--- src/rtl/ir_tx_pkg.sv ---
// ---------------------------------------------------------------------------
// ir_tx_pkg
// Shared definitions for the IR transmitter controller:
//   - ir_state_t      : packet encoder FSM states
//   - REG_*           : register offsets relative to the block base address
//   - CTRL_*          : bit positions inside the CTRL register
//   - is_burst_state  : true for states in which the carrier reaches the LED
// ---------------------------------------------------------------------------
package ir_tx_pkg;

  typedef enum logic [2:0] {
    ST_IDLE,
    ST_START_BURST,
    ST_START_GAP,
    ST_SEL_BURST,
    ST_SEL_GAP,
    ST_BIT_BURST,
    ST_BIT_GAP
  } ir_state_t;

  localparam logic [7:0] REG_CMD    = 8'd0;
  localparam logic [7:0] REG_CTRL   = 8'd1;
  localparam logic [7:0] REG_STATUS = 8'd2;

  localparam int CTRL_AUTO_EN = 0;
  localparam int CTRL_ONESHOT = 1;

  function automatic logic is_burst_state(input ir_state_t s);
    return (s == ST_START_BURST) || (s == ST_SEL_BURST) || (s == ST_BIT_BURST);
  endfunction

endpackage

--- src/rtl/ir_packet_encoder.sv ---
// ---------------------------------------------------------------------------
// ir_packet_encoder
// Sends one IR packet per accepted START: start burst, gap, car-select burst,
// gap, then CMD_W bit bursts (MSB first) each followed by a gap. Every segment
// is a whole number of carrier periods.
// Ports:
//   CLK     in   system clock
//   RESET   in   synchronous active-high reset
//   START   in   begin a packet (ignored unless idle)
//   CMD     in   command word, captured when a packet starts
//   IR_LED  out  registered carrier-modulated output
//   BUSY    out  packet in progress
//   DONE    out  one-cycle pulse in the first idle cycle after a packet
// ---------------------------------------------------------------------------
module ir_packet_encoder
  import ir_tx_pkg::*;
#(
  parameter int CMD_W           = 4,
  parameter int CARRIER_HALF    = 1389,
  parameter int START_PULSES    = 88,
  parameter int SEL_PULSES      = 22,
  parameter int GAP_PULSES      = 40,
  parameter int ASSERT_PULSES   = 44,
  parameter int DEASSERT_PULSES = 22
) (
  input  logic             CLK,
  input  logic             RESET,
  input  logic             START,
  input  logic [CMD_W-1:0] CMD,
  output logic             IR_LED,
  output logic             BUSY,
  output logic             DONE
);

  localparam int CAR_PERIOD = 2 * CARRIER_HALF;
  localparam int CAR_W      = (CAR_PERIOD > 2) ? $clog2(CAR_PERIOD) : 1;
  localparam int PULSE_W    = 16;
  localparam int BIT_W      = (CMD_W > 1) ? $clog2(CMD_W) : 1;

  ir_state_t          state, state_nxt;
  logic [CAR_W-1:0]   car_cnt;
  logic [PULSE_W-1:0] pulse_cnt;
  logic [PULSE_W-1:0] seg_len;
  logic [BIT_W-1:0]   bit_idx;
  logic [CMD_W-1:0]   shadow;
  logic               period_end;
  logic               seg_end;
  logic               last_bit;

  // Segment length for the current state; a segment ends on the carrier
  // period boundary that completes its last pulse.
  always_comb begin
    period_end = (car_cnt == CAR_W'(CAR_PERIOD - 1));
    last_bit   = (bit_idx == '0);
    seg_len    = PULSE_W'(GAP_PULSES);
    case (state)
      ST_START_BURST: seg_len = PULSE_W'(START_PULSES);
      ST_SEL_BURST:   seg_len = PULSE_W'(SEL_PULSES);
      ST_BIT_BURST:   seg_len = shadow[bit_idx] ? PULSE_W'(ASSERT_PULSES)
                                                : PULSE_W'(DEASSERT_PULSES);
      default:        seg_len = PULSE_W'(GAP_PULSES);
    endcase
    seg_end = period_end && (pulse_cnt == seg_len - PULSE_W'(1));
  end

  // Next-state logic for the packet sequence.
  always_comb begin
    state_nxt = state;
    case (state)
      ST_IDLE:        if (START)   state_nxt = ST_START_BURST;
      ST_START_BURST: if (seg_end) state_nxt = ST_START_GAP;
      ST_START_GAP:   if (seg_end) state_nxt = ST_SEL_BURST;
      ST_SEL_BURST:   if (seg_end) state_nxt = ST_SEL_GAP;
      ST_SEL_GAP:     if (seg_end) state_nxt = ST_BIT_BURST;
      ST_BIT_BURST:   if (seg_end) state_nxt = ST_BIT_GAP;
      ST_BIT_GAP:     if (seg_end) state_nxt = last_bit ? ST_IDLE : ST_BIT_BURST;
      default:        state_nxt = ST_IDLE;
    endcase
  end

  // State register plus the registered LED and end-of-packet pulse.
  always_ff @(posedge CLK) begin
    if (RESET) begin
      state  <= ST_IDLE;
      IR_LED <= 1'b0;
      DONE   <= 1'b0;
    end else begin
      state  <= state_nxt;
      IR_LED <= is_burst_state(state) && (car_cnt < CAR_W'(CARRIER_HALF));
      DONE   <= (state == ST_BIT_GAP) && seg_end && last_bit;
    end
  end

  // Carrier phase, pulse count and bit pointer. The carrier restarts with
  // each packet so every burst begins on a full high half-period.
  always_ff @(posedge CLK) begin
    if (RESET) begin
      car_cnt   <= '0;
      pulse_cnt <= '0;
      bit_idx   <= '0;
      shadow    <= '0;
    end else if (state == ST_IDLE) begin
      car_cnt   <= '0;
      pulse_cnt <= '0;
      if (START) begin
        shadow  <= CMD;
        bit_idx <= BIT_W'(CMD_W - 1);
      end
    end else begin
      car_cnt <= period_end ? '0 : car_cnt + CAR_W'(1);
      if (period_end)
        pulse_cnt <= seg_end ? '0 : pulse_cnt + PULSE_W'(1);
      if ((state == ST_BIT_GAP) && seg_end && !last_bit)
        bit_idx <= bit_idx - BIT_W'(1);
    end
  end

  assign BUSY = (state != ST_IDLE);

endmodule

--- src/rtl/ir_tx_ctrl.sv ---
// ---------------------------------------------------------------------------
// ir_tx_ctrl
// Bus-mapped IR transmitter: command/control/status registers, packet-rate
// timer with one-shot trigger, and the packet encoder.
// Ports:
//   CLK          in   system clock
//   RESET        in   synchronous active-high reset
//   SRC_BUTTONS  in   1: CMD follows PUSH_BUTTON, 0: CMD is bus-written
//   PUSH_BUTTON  in   button command
//   BUS_ADDR     in   bus address
//   BUS_DATA_IN  in   bus write data
//   BUS_WE       in   bus write enable
//   BUS_DATA_OUT out  read data (one cycle after the read request)
//   BUS_DATA_OE  out  read data valid
//   IR_LED       out  modulated IR output
//   BUSY         out  packet in progress
//   PKT_DONE     out  one-cycle pulse at packet end
// Registers: BASE+0 CMD, BASE+1 CTRL {ONESHOT, AUTO_EN}, BASE+2 STATUS
// {TX_COUNT[6:0], BUSY}.
// ---------------------------------------------------------------------------
module ir_tx_ctrl
  import ir_tx_pkg::*;
#(
  parameter int         CMD_W           = 4,
  parameter logic [7:0] BASE_ADDR       = 8'h90,
  parameter int         CARRIER_HALF    = 1389,
  parameter int         START_PULSES    = 88,
  parameter int         SEL_PULSES      = 22,
  parameter int         GAP_PULSES      = 40,
  parameter int         ASSERT_PULSES   = 44,
  parameter int         DEASSERT_PULSES = 22,
  parameter int         PERIOD_CYC      = 10_000_000
) (
  input  logic             CLK,
  input  logic             RESET,
  input  logic             SRC_BUTTONS,
  input  logic [CMD_W-1:0] PUSH_BUTTON,
  input  logic [7:0]       BUS_ADDR,
  input  logic [7:0]       BUS_DATA_IN,
  input  logic             BUS_WE,
  output logic [7:0]       BUS_DATA_OUT,
  output logic             BUS_DATA_OE,
  output logic             IR_LED,
  output logic             BUSY,
  output logic             PKT_DONE
);

  localparam int         TIMER_W     = $clog2(PERIOD_CYC + 1);
  localparam logic [7:0] ADDR_CMD    = BASE_ADDR + REG_CMD;
  localparam logic [7:0] ADDR_CTRL   = BASE_ADDR + REG_CTRL;
  localparam logic [7:0] ADDR_STATUS = BASE_ADDR + REG_STATUS;

  logic [CMD_W-1:0]   cmd_reg;
  logic               auto_en;
  logic [6:0]         tx_count;
  logic [TIMER_W-1:0] rate_cnt;
  logic               rate_tick;
  logic               wr_cmd;
  logic               wr_ctrl;
  logic               oneshot;
  logic               trigger;
  logic               rd_hit;
  logic [7:0]         rd_data;
  logic               unused_bus_bits;

  assign wr_cmd          = BUS_WE && (BUS_ADDR == ADDR_CMD);
  assign wr_ctrl         = BUS_WE && (BUS_ADDR == ADDR_CTRL);
  assign oneshot         = wr_ctrl && BUS_DATA_IN[CTRL_ONESHOT];
  assign rate_tick       = auto_en && (rate_cnt == TIMER_W'(PERIOD_CYC - 1));
  assign trigger         = rate_tick || oneshot;
  assign unused_bus_bits = ^BUS_DATA_IN;

  // Command and control registers. Button mode overrides bus writes to CMD.
  always_ff @(posedge CLK) begin
    if (RESET) begin
      cmd_reg <= '0;
      auto_en <= 1'b0;
    end else begin
      if (SRC_BUTTONS)
        cmd_reg <= PUSH_BUTTON;
      else if (wr_cmd)
        cmd_reg <= BUS_DATA_IN[CMD_W-1:0];
      if (wr_ctrl)
        auto_en <= BUS_DATA_IN[CTRL_AUTO_EN];
    end
  end

  // Rate timer: held at zero while disabled so the first tick lands a full
  // period after enabling.
  always_ff @(posedge CLK) begin
    if (RESET || !auto_en || rate_tick)
      rate_cnt <= '0;
    else
      rate_cnt <= rate_cnt + TIMER_W'(1);
  end

  // Completed packet counter, free-running modulo 128.
  always_ff @(posedge CLK) begin
    if (RESET)
      tx_count <= '0;
    else if (PKT_DONE)
      tx_count <= tx_count + 7'd1;
  end

  // Read mux for the register block; unused bits read as zero.
  always_comb begin
    rd_hit  = 1'b0;
    rd_data = '0;
    if (BUS_ADDR == ADDR_CMD) begin
      rd_hit                = 1'b1;
      rd_data[CMD_W-1:0]    = cmd_reg;
    end else if (BUS_ADDR == ADDR_CTRL) begin
      rd_hit                = 1'b1;
      rd_data[CTRL_AUTO_EN] = auto_en;
    end else if (BUS_ADDR == ADDR_STATUS) begin
      rd_hit                = 1'b1;
      rd_data               = {tx_count, BUSY};
    end
  end

  // Registered read port: data valid for one cycle per read request.
  always_ff @(posedge CLK) begin
    if (RESET) begin
      BUS_DATA_OUT <= '0;
      BUS_DATA_OE  <= 1'b0;
    end else if (!BUS_WE && rd_hit) begin
      BUS_DATA_OUT <= rd_data;
      BUS_DATA_OE  <= 1'b1;
    end else begin
      BUS_DATA_OUT <= '0;
      BUS_DATA_OE  <= 1'b0;
    end
  end

  ir_packet_encoder #(
    .CMD_W           (CMD_W),
    .CARRIER_HALF    (CARRIER_HALF),
    .START_PULSES    (START_PULSES),
    .SEL_PULSES      (SEL_PULSES),
    .GAP_PULSES      (GAP_PULSES),
    .ASSERT_PULSES   (ASSERT_PULSES),
    .DEASSERT_PULSES (DEASSERT_PULSES)
  ) u_encoder (
    .CLK    (CLK),
    .RESET  (RESET),
    .START  (trigger),
    .CMD    (cmd_reg),
    .IR_LED (IR_LED),
    .BUSY   (BUSY),
    .DONE   (PKT_DONE)
  );

endmodule
--- config.mk ---
export PLATFORM = sky130hd
export DESIGN_NAME = ir_tx_ctrl
export DESIGN_NICKNAME = d
export VERILOG_FILES = /design/src/rtl/ir_tx_pkg.sv /design/src/rtl/ir_packet_encoder.sv /design/src/rtl/ir_tx_ctrl.sv
export SDC_FILE = /design/constraint.sdc
export NUM_CORES = 1
export LEC_CHECK = 0
export BUFFER_PORTS_ARGS = -buffer_cell sky130_fd_sc_hd__buf_2
export CAP_MARGIN = 10
export CORE_ASPECT_RATIO = 1.5
export CORE_MARGIN = 3
export CORE_UTILIZATION = 50
export DETAILED_ROUTE_END_ITERATION = 8
export PLACE_DENSITY = 0.72
export SKIP_CTS_REPAIR_TIMING = 1
export SLEW_MARGIN = 20
export SYNTH_ARGS = -nofsm -noshare
export SYNTH_HDL_FRONTEND = slang
export SYNTH_SLANG_ARGS = --single-unit
--- constraint.sdc ---
create_clock -name CLK -period 2.7 [get_ports CLK]
set_input_delay 0.135 -clock CLK [delete_from_list [all_inputs] [get_ports CLK]]
set_output_delay 0.135 -clock CLK [all_outputs]
set_load 0.02 [all_outputs]
==> flow_summary.ini <==
[sta]
finalCritPeriodShare_pct = 100
fin_worst_skew_ns = 0.00959
rsz0062_at_grt = yes
tns_ns = -0.0105
min_period_ns = 2.71
relSlewSlack_pct = 54.3
clock.fmax_mhz = 369
holdWs_ns = 0.0184
maxSlewViolCount = 0
finalHoldViolations = 0
setup_ws_ns = -0.0105
tightest_slew_ns = 0.681
setup_viol = 1

[logic_synthesis]
ys_types = 50
ys_seq_area_share_pct = 43.3
synth-xor-area-share_pct = 11.0
yosysMostFrequentCell = nor2_1
synth_nets = 483
synth_top_cell_by_area = dfxtp_1
synthSimpleGateAreaFrac_pct = 27.9
synth_mux_area_share_pct = 3.77
synth_edf_count = 0
synthTopCellsByArea = dfxtp_1, nor2_1, xor2_1
ys_ff_latch = 84
syn_area_per_cell_sq_um = 8.64
synth_compound_area_share_pct = 8.24
async_reset_ff_share_pct = 0
yosys_warnings = 0
synth.top_cell.area_share_pct = 43.3
synth_top_family_by_area = simple AND/OR/NAND/NOR gates
synthAdderAreaFrac_pct = 2.90
synth_ff_type = dfxtp_1
synth_common_cells = nor2_1, dfxtp_1, nand2_1
synth_area_sq_um = 3890
synthCells = 450

[die]
boundaryPins = 36
die_area_sq_um = 8890
rows = 38
die_y_um = 114
coreArea_sq_um = 7420
start_util_pct = 52.4
die_w_um = 78.0

[clock_tree]
cts_tree = built
numCtsBuffers = 9
clockBufferDepth = 2
cts_root_buffer = clkbuf_8
cts_sinks = 84
clk_pin_slew_ns = 0.09
clk_latency_ns = 0.36
cts.htree.levels = 3

[power_and_ir_drop]
power_density_nw_per_um2 = 520
p_leak_nw = 1.69
peakVddDrop_v = 0.000447

[setup_path]
critical-path-max-stage-delay_ns = 0.37
timing.rr.start = u_encoder.state[0]
path_cells = nor2b_4, a32o_2, nor2_4, nor2_2, buf_4, buf_4, ha_2, o211a_1, or3_1, o2111a_2, buf_6, or3_1, a31oi_1
worst_ep_required_time_ns = 3.00
cp-end-kind = register
crit_type = register to register
worstPathArrival_ns = 3.01
slowest_stage = dfxtp_4
worstRegToRegCells = 13
crit_path_start_kind = register
reg2reg_slack_ns = -0.01
cp-endpoint = u_encoder.state[2]
path_max_fanout = 6
startpoint = u_encoder.state[0]
r2r_end = u_encoder.state[2]

[status]
violations = setup timing
status = complete, but fails checks

[cells_and_area]
largest_register_ffs = 24
drive_gt1_share_pct = 17.4
top_regs = rate_cnt (24), u_encoder.pulse_cnt (16), u_encoder.car_cnt (12)
diodes = 0
syn2layout_area_growth_pct = 16.7
fin_nets = 527
largest_register = rate_cnt

[detailed_routing]
drtPass1Iterations = 4
drc = 0
wl_um = 7630
wl_per_cell_um = 12.7
via_per_inst = 5.33
num_vias = 3191
antenna_left = 0
drt_iter0_markers = 101

[placed_design]
gp_congestion = 0.797
port_buffers = 31
hpwl_um = 5450

[grt]
grtUsageTotal_pct = 18.5
grt_max_degree = 27
grt_pass1_vias = 3038
grt_pass1_wl_um = 13300
grt-ovfl-total = 0
antenna_found_initial = 0

[flow_run]
cap_violations = 0

[hold_path]
hp-class = input pin to register
worst max-delay path, delay by kind of cell, from the launching register on:
family	cells	cell delay, ns
compound gates	4	0.74
fa+ha+maj	1	0.16
buf+inv	3	0.39
flops	1	0.37
simple gates	5	0.97
worst min path at each step:
stage               slack [ns]     endpoint  cells past startpoint         from
floorplan                 0.23  BUS_DATA_OE                      1  BUS_ADDR[1]
global placement          0.39  BUS_DATA_OE                      2  BUS_ADDR[1]
detailed placement        0.39  BUS_DATA_OE                      2  BUS_ADDR[1]
CTS                    -0.0006  BUS_DATA_OE                      2  BUS_ADDR[1]
global route              0.02  BUS_DATA_OE                      2  BUS_ADDR[1]
finish                    0.02  BUS_DATA_OE                      2  BUS_ADDR[1]
area by class of cell:
type,count,area [sq um]
inverter,10,37.5
fill,671,2880
clock buffer,10,138
sequential,84,1690
timing repair buffer,49,310
tap,100,125
multi-input combinational,340,2150
clock inverter,6,87.6
per-layer routing:
metal	share of wire, %	up-vias	GRT usage (%)
met2	50	47	31.5
met1	45	1503	22.3
met4	1.7	0	7.70
li1	-	1630	-
met5	0	-	0
met3	3.3	11	4.03
placed cells by master, fill, tap and decap left out, types with 3 or more instances in the layout:
cell type,count
nand3_1,16
dfxtp_1,80
nor2_1,87
ha_1,8
a31oi_1,3
or2_2,3
clkinvlp_4,3
or4_1,3
clkbuf_8,10
nor4b_1,3
buf_2,31
xor2_1,33
nand2b_1,3
o21ai_0,12
nor3_1,11
a21oi_1,17
nand2_1,35
buf_4,15
nand4_1,12
and2_1,5
nor2b_1,3
xnor2_1,16
and4_1,4
and3_1,8
mux2i_1,12
inv_1,10
or3_1,9
a22o_1,3
power breakdown:
part / internal (W) / leakage, nW / switching, W
Clock: 0.000544 / 0.105 / 0.000458
Combinational: 0.0000434 / 0.908 / 0.0000623
Sequential: 0.00124 / 0.680 / 0.00000821
cell families after synthesis:
kind of cell               count (synthesis)
DFF                                       84
AOI/OAI and AO/OA                         48
buffers and inverters                     26
adders and majority gates                  9
and+or+nand+nor                          221
xor gates and xnor gates                  49
muxes                                     13
per-stage QoR:
stage	cells	power [W]	utilization, %	setup slack, ns	area [sq um]
final	599	0.00236	61.2	-0.0105	4540
after global routing	599	0.00245	61.2	-0.110	4540
after CTS	597	0.00238	60.0	-0.0784	4450
after detailed placement	581	0.00139	57.0	-0.0590	4220
after global placement	581	0.00138	57.0	-0.0310	4220
after floorplan	450	0.00135	-	0.166	3890
Note: power is estimated with default switching activity, not from simulation.
